<file path="src/rtl/blk_3aa4b0.sv">
// BCAM MBIST fail capture: carries issue-cycle compare info down to the read-data return,
// flags mismatches and logs sticky / first-fail / saturating-count results for readout.
module blk_3aa4b0 #(
    parameter int unsigned RF_ENTRIES = 128,
    parameter int unsigned RF_DWIDTH  = 72,
    parameter int unsigned RF_AWIDTH  = 7,
    parameter int unsigned RD_PORTS   = 1,
    parameter int unsigned RD_LATENCY = 2,
    parameter int unsigned CNT_WIDTH  = 8
) (
    input  logic                                bist_clk,
    input  logic                                bist_rst,
    input  logic                                BIST_ARM,
    input  logic                                BIST_CMP_EN,
    input  logic                                BIST_CM_MODE_RF_IN,
    input  logic [RF_AWIDTH-1:0]                BIST_RD_ADDR_RF_IN_P0,
    input  logic [RF_DWIDTH-1:0]                BIST_EXP_DATA,
    input  logic [RD_PORTS-1:0][RF_DWIDTH-1:0]  RD_DATA_RF_OUT,
    output logic                                FAIL_STICKY,
    output logic [RD_PORTS-1:0]                 FAIL_PORT_MASK,
    output logic                                FIRST_FAIL_VALID,
    output logic [RF_AWIDTH-1:0]                FIRST_FAIL_ADDR,
    output logic                                FIRST_FAIL_CM,
    output logic [RF_DWIDTH-1:0]                FIRST_FAIL_SYND,
    output logic [CNT_WIDTH-1:0]                FAIL_COUNT,
    output logic                                FAIL_OVF
);

    // Out-of-range addresses are still compared; the entry count only bounds the address space.
    if (RD_LATENCY < 1 || RF_ENTRIES > (1 << RF_AWIDTH)) begin : g_bad_params
        $error("blk_3aa4b0: RD_LATENCY must be >= 1 and RF_ENTRIES must fit RF_AWIDTH");
    end

    typedef enum logic [1:0] {
        ST_IDLE,
        ST_ARMED,
        ST_LOGGED,
        ST_SAT
    } state_t;

    localparam logic [CNT_WIDTH-1:0] CNT_MAX = '1;

    state_t state_q, state_d;

    logic [RD_LATENCY-1:0]                vld_q,  vld_d;
    logic [RD_LATENCY-1:0]                cm_q,   cm_d;
    logic [RD_LATENCY-1:0][RF_AWIDTH-1:0] addr_q, addr_d;
    logic [RD_LATENCY-1:0][RF_DWIDTH-1:0] exp_q,  exp_d;

    logic                 sticky_q,  sticky_d;
    logic [RD_PORTS-1:0]  mask_q,    mask_d;
    logic [RF_AWIDTH-1:0] ff_addr_q, ff_addr_d;
    logic                 ff_cm_q,   ff_cm_d;
    logic [RF_DWIDTH-1:0] ff_synd_q, ff_synd_d;
    logic [CNT_WIDTH-1:0] count_q,   count_d;
    logic                 ovf_q,     ovf_d;

    logic [RF_DWIDTH-1:0] mis;
    logic [RF_DWIDTH-1:0] synd_c;
    logic [RD_PORTS-1:0]  port_fail_c;
    logic                 cycle_fail;

    // Stage 0 always accepts the strobe, even in the ARM cycle; ARM only kills older stages.
    always_comb begin
        vld_d  = '0;
        cm_d   = '0;
        addr_d = '0;
        exp_d  = '0;
        vld_d[0]  = BIST_CMP_EN;
        cm_d[0]   = BIST_CM_MODE_RF_IN;
        addr_d[0] = BIST_RD_ADDR_RF_IN_P0;
        exp_d[0]  = BIST_EXP_DATA;
        for (int unsigned i = 1; i < RD_LATENCY; i++) begin
            vld_d[i]  = vld_q[i-1] & ~BIST_ARM;
            cm_d[i]   = cm_q[i-1];
            addr_d[i] = addr_q[i-1];
            exp_d[i]  = exp_q[i-1];
        end
    end

    always_comb begin
        mis         = '0;
        synd_c      = '0;
        port_fail_c = '0;
        for (int unsigned p = 0; p < RD_PORTS; p++) begin
            mis = cm_q[RD_LATENCY-1] ? RD_DATA_RF_OUT[p]
                                     : (RD_DATA_RF_OUT[p] ^ exp_q[RD_LATENCY-1]);
            port_fail_c[p] = |mis;
            synd_c         = synd_c | mis;
        end
        cycle_fail = vld_q[RD_LATENCY-1] && (state_q != ST_IDLE) && (|port_fail_c) && !BIST_ARM;
    end

    always_comb begin
        state_d   = state_q;
        sticky_d  = sticky_q;
        mask_d    = mask_q;
        ff_addr_d = ff_addr_q;
        ff_cm_d   = ff_cm_q;
        ff_synd_d = ff_synd_q;
        count_d   = count_q;
        ovf_d     = ovf_q;
        if (BIST_ARM) begin
            state_d   = ST_ARMED;
            sticky_d  = 1'b0;
            mask_d    = '0;
            ff_addr_d = '0;
            ff_cm_d   = 1'b0;
            ff_synd_d = '0;
            count_d   = '0;
            ovf_d     = 1'b0;
        end else if (cycle_fail) begin
            sticky_d = 1'b1;
            mask_d   = mask_q | port_fail_c;
            if (count_q == CNT_MAX) begin
                ovf_d = 1'b1;
            end else begin
                count_d = count_q + 1'b1;
            end
            case (state_q)
                ST_ARMED: begin
                    state_d   = ST_LOGGED;
                    ff_addr_d = addr_q[RD_LATENCY-1];
                    ff_cm_d   = cm_q[RD_LATENCY-1];
                    ff_synd_d = synd_c;
                end
                ST_LOGGED: begin
                    if (count_q == CNT_MAX) begin
                        state_d = ST_SAT;
                    end
                end
                default: ;
            endcase
        end
    end

    always_ff @(posedge bist_clk or posedge bist_rst) begin
        if (bist_rst) begin
            state_q   <= ST_IDLE;
            vld_q     <= '0;
            cm_q      <= '0;
            addr_q    <= '0;
            exp_q     <= '0;
            sticky_q  <= 1'b0;
            mask_q    <= '0;
            ff_addr_q <= '0;
            ff_cm_q   <= 1'b0;
            ff_synd_q <= '0;
            count_q   <= '0;
            ovf_q     <= 1'b0;
        end else begin
            state_q   <= state_d;
            vld_q     <= vld_d;
            cm_q      <= cm_d;
            addr_q    <= addr_d;
            exp_q     <= exp_d;
            sticky_q  <= sticky_d;
            mask_q    <= mask_d;
            ff_addr_q <= ff_addr_d;
            ff_cm_q   <= ff_cm_d;
            ff_synd_q <= ff_synd_d;
            count_q   <= count_d;
            ovf_q     <= ovf_d;
        end
    end

    assign FAIL_STICKY      = sticky_q;
    assign FAIL_PORT_MASK   = mask_q;
    assign FIRST_FAIL_VALID = (state_q == ST_LOGGED) || (state_q == ST_SAT);
    assign FIRST_FAIL_ADDR  = ff_addr_q;
    assign FIRST_FAIL_CM    = ff_cm_q;
    assign FIRST_FAIL_SYND  = ff_synd_q;
    assign FAIL_COUNT       = count_q;
    assign FAIL_OVF         = ovf_q;

endmodule
</file>
<file path="config.mk">
export PLATFORM = sky130hd
export DESIGN_NAME = blk_3aa4b0
export DESIGN_NICKNAME = d
export VERILOG_FILES = /design/src/rtl/blk_3aa4b0.sv
export SDC_FILE = /design/constraint.sdc
export NUM_CORES = 1
export LEC_CHECK = 0
export CAP_MARGIN = 15
export CORE_MARGIN = 2
export CORE_UTILIZATION = 55
export CTS_CLUSTER_SIZE = 30
export DETAILED_ROUTE_END_ITERATION = 6
export DONT_BUFFER_PORTS = 1
export PLACE_DENSITY = 0.7
export REMOVE_ABC_BUFFERS = 1
export SKIP_CTS_REPAIR_TIMING = 1
export SYNTH_ARGS = -nofsm -noshare
export SYNTH_HDL_FRONTEND = slang
export SYNTH_SLANG_ARGS = --single-unit
</file>
<file path="constraint.sdc">
create_clock -name bist_clk -period 10 [get_ports bist_clk]
set_clock_uncertainty 0.1 [all_clocks]
set_input_delay 1 -clock bist_clk [delete_from_list [all_inputs] [get_ports bist_clk]]
set_output_delay 1 -clock bist_clk [all_outputs]
set_load 0.1 [all_outputs]
</file>
# Word-level counts from Yosys, hierarchy flattened
# Cells that the tools add are included.
# word_totals
output_inout_bits	92
wordCells	64
inputBits	156
regBits	255
# op_classes
addsub	1
n_eq_ne	6
bitwise_logic	4
n_reduce_logical	15
muxes	24
# ops
operator	n
72-bit 2-to-1 mux	4
72-bit OR reduction	1
72-bit bitwise XOR	1
8-bit 2-to-1 mux	3
7-bit 2-to-1 mux	3
1-bit 2-to-1 mux	10
8-bit by 1-bit adder with 8-bit output (second input constant)	1
8-bit == test (second input constant)	1
2-bit nonzero test	4
2-bit 2-to-1 mux	3
2-bit AND reduction	3
2-bit == test (second input constant)	2
2-bit one-hot mux with 2 select lines	1
1-bit logical AND	3
3-bit != test (second input constant)	1
3-bit AND reduction	1
3-bit nonzero test	1
2-bit by 1-bit == test with 1-bit output (second input constant)	1
2-bit != test (second input constant)	1
1-bit AND	1
1-bit zero test	1
1-bit logical OR	1
1-bit NOT	1
1-bit OR	1

# Logic depth before layout (Yosys ltp)
# depth
word_depth	7
ltp_mapped	12

# Worst setup path before layout
# OpenSTA, ideal clock, no wires.
# synth_timing
kind	input port to flip-flop
start	in RD_DATA_RF_OUT[17] (netlist name)
end	reg count_q[2] (netlist: FAIL_COUNT[2])
t_arrival_ns	2.907
setup_time_ns	0.125
n_path_buf	1
slack_ns	6.868
cell_stages	9
path_cell_list	or4bb_1 o22a_1 a32oi_1 nand4_1 nor4_2 a21boi_1 buf_6 and3b_1 mux2_4
# synth_via
elab_chain_cells	7
# synth_rtl
item	line	source
from (decl)	18	input logic [RD_PORTS-1:0][RF_DWIDTH-1:0] RD_DATA_RF_OUT,
72-bit bitwise XOR	87	: (RD_DATA_RF_OUT[p] ^ exp_q[RD_LATENCY-1]);
72-bit 2-to-1 mux (*)	86	mis = cm_q[RD_LATENCY-1] ? RD_DATA_RF_OUT[p]
72-bit OR reduction (*)	88	port_fail_c[p] = |mis;
1-bit logical AND (*) (2 in series)	91	cycle_fail = vld_q[RD_LATENCY-1] && (state_q != ST_IDLE) && (|port_fail_c) && !BIST_ARM;
2-bit nonzero test (no line) (*)	-	
2-bit AND reduction (no line) (*)	-	
to (signal assigned)	162	count_q <= count_d;
to (decl)	55	logic [CNT_WIDTH-1:0] count_q, count_d;
# Mark *: on every way between the ends. The rest lies on a longest branch, timed or not.
# A chain may end at the register's enable or synchronous reset.

# Final worst setup path
# layout_timing
start	reg cm_q[1]
end	reg ff_synd_q[67] (netlist: FIRST_FAIL_SYND[67])
# layout_via
elab_chain_cells	6
# layout_rtl
item	line	source
from (decl)	46	logic [RD_LATENCY-1:0] cm_q, cm_d;
from (signal assigned)	154	cm_q <= cm_d;
72-bit 2-to-1 mux (*)	86	
72-bit OR reduction	88	
1-bit logical AND (2 in series)	91	
2-bit nonzero test (no line)	-	
2-bit AND reduction (no line)	-	
to (signal assigned)	161	ff_synd_q <= ff_synd_d;
to (decl)	54	logic [RF_DWIDTH-1:0] ff_synd_q, ff_synd_d;
# Mark *: on every way between the ends. The rest lies on a longest branch, timed or not. The select of a mux whose other input is x is not followed.

==> run_results.csv <==
group,metric,value,unit
power,ir_worst_vdd,0.0001548,V
floorplan,fp.coreArea,19530,sq um
global_routing,antenna_found_initial,7,
route,wl,21880,microns
finish,fin_cells,1196,
route,vias,6673,
cts,clockBufferDepth,3,
timing,period_needed,4.485,ns
finish,drive_above_1_share,0.1339,
global_routing,grt_pass1_vias,6697,
logic_synthesis,async_flop_share,1.000,
finish,num-fill-cells,1564,
global_routing,grt_start_max_net_pins,122,
floorplan,io_pins,248,
route,avgViaCountPerCell,5.579,
logic_synthesis,avgSynthCellArea,12.00,sq um
cts,clk_pin_slew,0.06,ns
timing,rsz0062_at_grt,"no",
place,placed_area,11150,sq um
timing,tightestPinTransition,1.103,ns
critical_path,required,10.25,ns
critical_path,crit_chain,"buf_4, or4bb_1, o22a_1, a32oi_1, nand4_1, nor4_2, a211oi_4, buf_4, buf_4, nor2_1, a211oi_2",
cts,tritoncts,"built",
global_routing,grt_usage,0.2075,
logic_synthesis,ys_seq_elements,255,
floorplan,die_w,145.5,microns
place,pre_cts_ws,5.543,ns
min_path,hp-class,"reg -> reg",
cts,insertion_delay,0.53,ns
timing,fin_tns_setup,0,ns
finish,nets,1063,
global_routing,grt_pass1_wl,35480,microns
logic_synthesis,synth_cells,917,
finish,synthToLayoutAreaGrowth,9.039,%
power,power.density,202.6,nW/um^2
route,drtAntennaViolNets,0,
place,place_hpwl,14470,microns
critical_path,critPathMaxStageDelay,0.73,ns
timing,setup_viol,0,
timing,layout_setup_ws,5.515,ns
timing,slew_headroom,0.2649,
timing,slew_violations,0,
logic_synthesis,syn_area,11010,sq um
cts,cts_root_buffer,"clkbuf_16",
finish,design_area,12000,sq um
cts,cts_inserted_buffers,27,
place,routabilityCongestion,0.7800,
power,p_leak,4.703,nW
critical_path,crit_top_cell,"buf_4",
route,route.detailed.drc,0,
logic_synthesis,synth_flop_cell,"dfrtp_1",
cts,cts.sink_count,255,
outcome,status,"finished, final reports clean",
timing,hold_viol,0,
route,dr.pass1.iters,4,
critical_path,worstSetupPathType,"reg -> reg",
critical_path,critPathMaxFanout,79,
floorplan,dieArea,21160,sq um
cts,h-tree-depth,1,
floorplan,die-height,145.5,microns
flow_run,cap_violations,0,
timing,period_share,0.4485,
critical_path,cp_slowest_cell,"dfrtp_4",
timing,max_freq,223.0,MHz
route,dr.first_iter.drc_count,286,
logic_synthesis,synth_edf_count,0,
logic_synthesis,ys_types,42,
power,p_total,2.431,mW
floorplan,start_util,0.5636,
floorplan,std_cell_rows,51,
place,numPortBuffers,0,
critical_path,cp-end-kind,"flip-flop",
place,dpl.cell_count,1142,
logic_synthesis,yosysWarningCount,0,
logic_synthesis,synth-seq-area-share,0.5798,
critical_path,critPathLaunchType,"flip-flop",
critical_path,critPathArrivalTime,4.74,ns
global_routing,grt-ovfl-total,0,
route,wire_per_inst,18.30,microns
-- area by class of cell --
cell class / count / area (sq um) / share of cell area
timing repair buffer: 6 / 45.04 / 0.003754
clock buffer: 39 / 760.7 / 0.06339
multi-input combinational: 614 / 4369 / 0.3641
sequential: 255 / 6385 / 0.5321
inverter: 2 / 15.01 / 0.001251
tap: 265 / 331.6 / 0.02763
clock inverter: 10 / 81.33 / 0.006777
antenna: 5 / 12.51 / 0.001043
-- worst paths after layout --
check	start	to	slack, ns	cells past startpoint
max	cm_q[1]	FIRST_FAIL_SYND[67]	5.52	11
min	exp_d[72]	exp_q[72]	0.24	0
max reg2reg	cm_q[1]	FIRST_FAIL_SYND[67]	5.52	11
min reg2reg	exp_d[72]	exp_q[72]	0.24	0
max in group asynchronous	bist_rst	cm_q[1]	7.29	3
min in group asynchronous	bist_rst	FIRST_FAIL_SYND[25]	0.36	1
-- per-layer routing --
metal / wire [microns] / vias up / track usage
met5: 22 / - / 0
met4: 478 / 4 / 0.04706
met3: 2147 / 40 / 0.08464
met2: 10220 / 207 / 0.3365
met1: 9012 / 3236 / 0.2639
li1: - / 3186 / -
-- state kept, by name (all words and copies together), names as in the netlist, 2 cells and up --
name             cells
FAIL_COUNT           8
FIRST_FAIL_ADDR      7
FIRST_FAIL_SYND     72
addr_d               7
addr_q               7
cm_q                 2
exp_d               72
exp_q               72
state_q              2
vld_q                2
-- Yosys cell counts, drive strengths merged (5+ instances only) --
cell type  instances  share of area
a211oi            73          0.081
a31oi             21          0.012
a32oi              8         0.0064
buf               20          0.015
clkbuf            26         0.0089
dfrtp            255           0.58
mux2               5         0.0055
mux2i              9         0.0082
nand2             15         0.0051
nand3             11         0.0050
nand3b             8         0.0055
nand4              7         0.0040
nor2             165          0.056
nor2b             80          0.046
nor4bb            21          0.019
o21ai             30          0.014
o22a               8         0.0064
o32ai             14          0.011
or4                8         0.0055
or4bb              5         0.0051
xnor2            100          0.080
xor2               8         0.0064
-- logic make-up (layout without fill, tap and decap cells) --
kind of cell / after synthesis / after routing / synth area share
XOR/XNOR: 108 / 108 / 0.08595
AO/OA/AOI/OAI: 162 / 162 / 0.1360
other: 0 / 5 / 0
buffers and inverters: 48 / 57 / 0.02433
adder cells (fa/ha/maj): 1 / 1 / 0.001137
multiplexers: 14 / 14 / 0.01364
flip-flops: 255 / 255 / 0.5798
AND/OR/NAND/NOR: 329 / 329 / 0.1592
-- worst max-delay path, delay by kind of cell (launching register included) --
kind	cells	cell delay, ns
compound gates	4	0.60
flops	1	0.73
buf+inv	3	1.21
simple gates	4	1.53
-- cells in the final DEF (no fill, tap or decap), types with 9 or more instances in the layout --
master     netlist  layout
dfrtp_1        255     254
nor2_1         165     165
xnor2_1        100     100
nor2b_1         79      79
a211oi_2        69      69
o21ai_0         29      29
clkbuf_16        0      27
nor4bb_1        21      21
a31oi_1         21      21
nand2_1         15      15
o32ai_1         14      14
nand3_1         11      11
mux2i_1          9       9
-- report_power, final --
| part | switching, mW | leakage [nW] | internal [mW] |
|---|---|---|---|
| Combinational | 0.0958 | 1.15 | 0.0834 |
| Sequential | 0.226 | 3.14 | 1.09 |
| Clock | 0.387 | 0.417 | 0.553 |
-- metrics by stage --
stage	utilization	hold slack (ns)
finish	0.6146	0.2438
CTS	0.6139	0.2426
floorplan	-	0.2312
detailed placement	0.5708	0.2347
global route	0.6143	0.2520
global placement	0.5708	0.2312
Note: power is estimated with default switching activity, not from simulation.
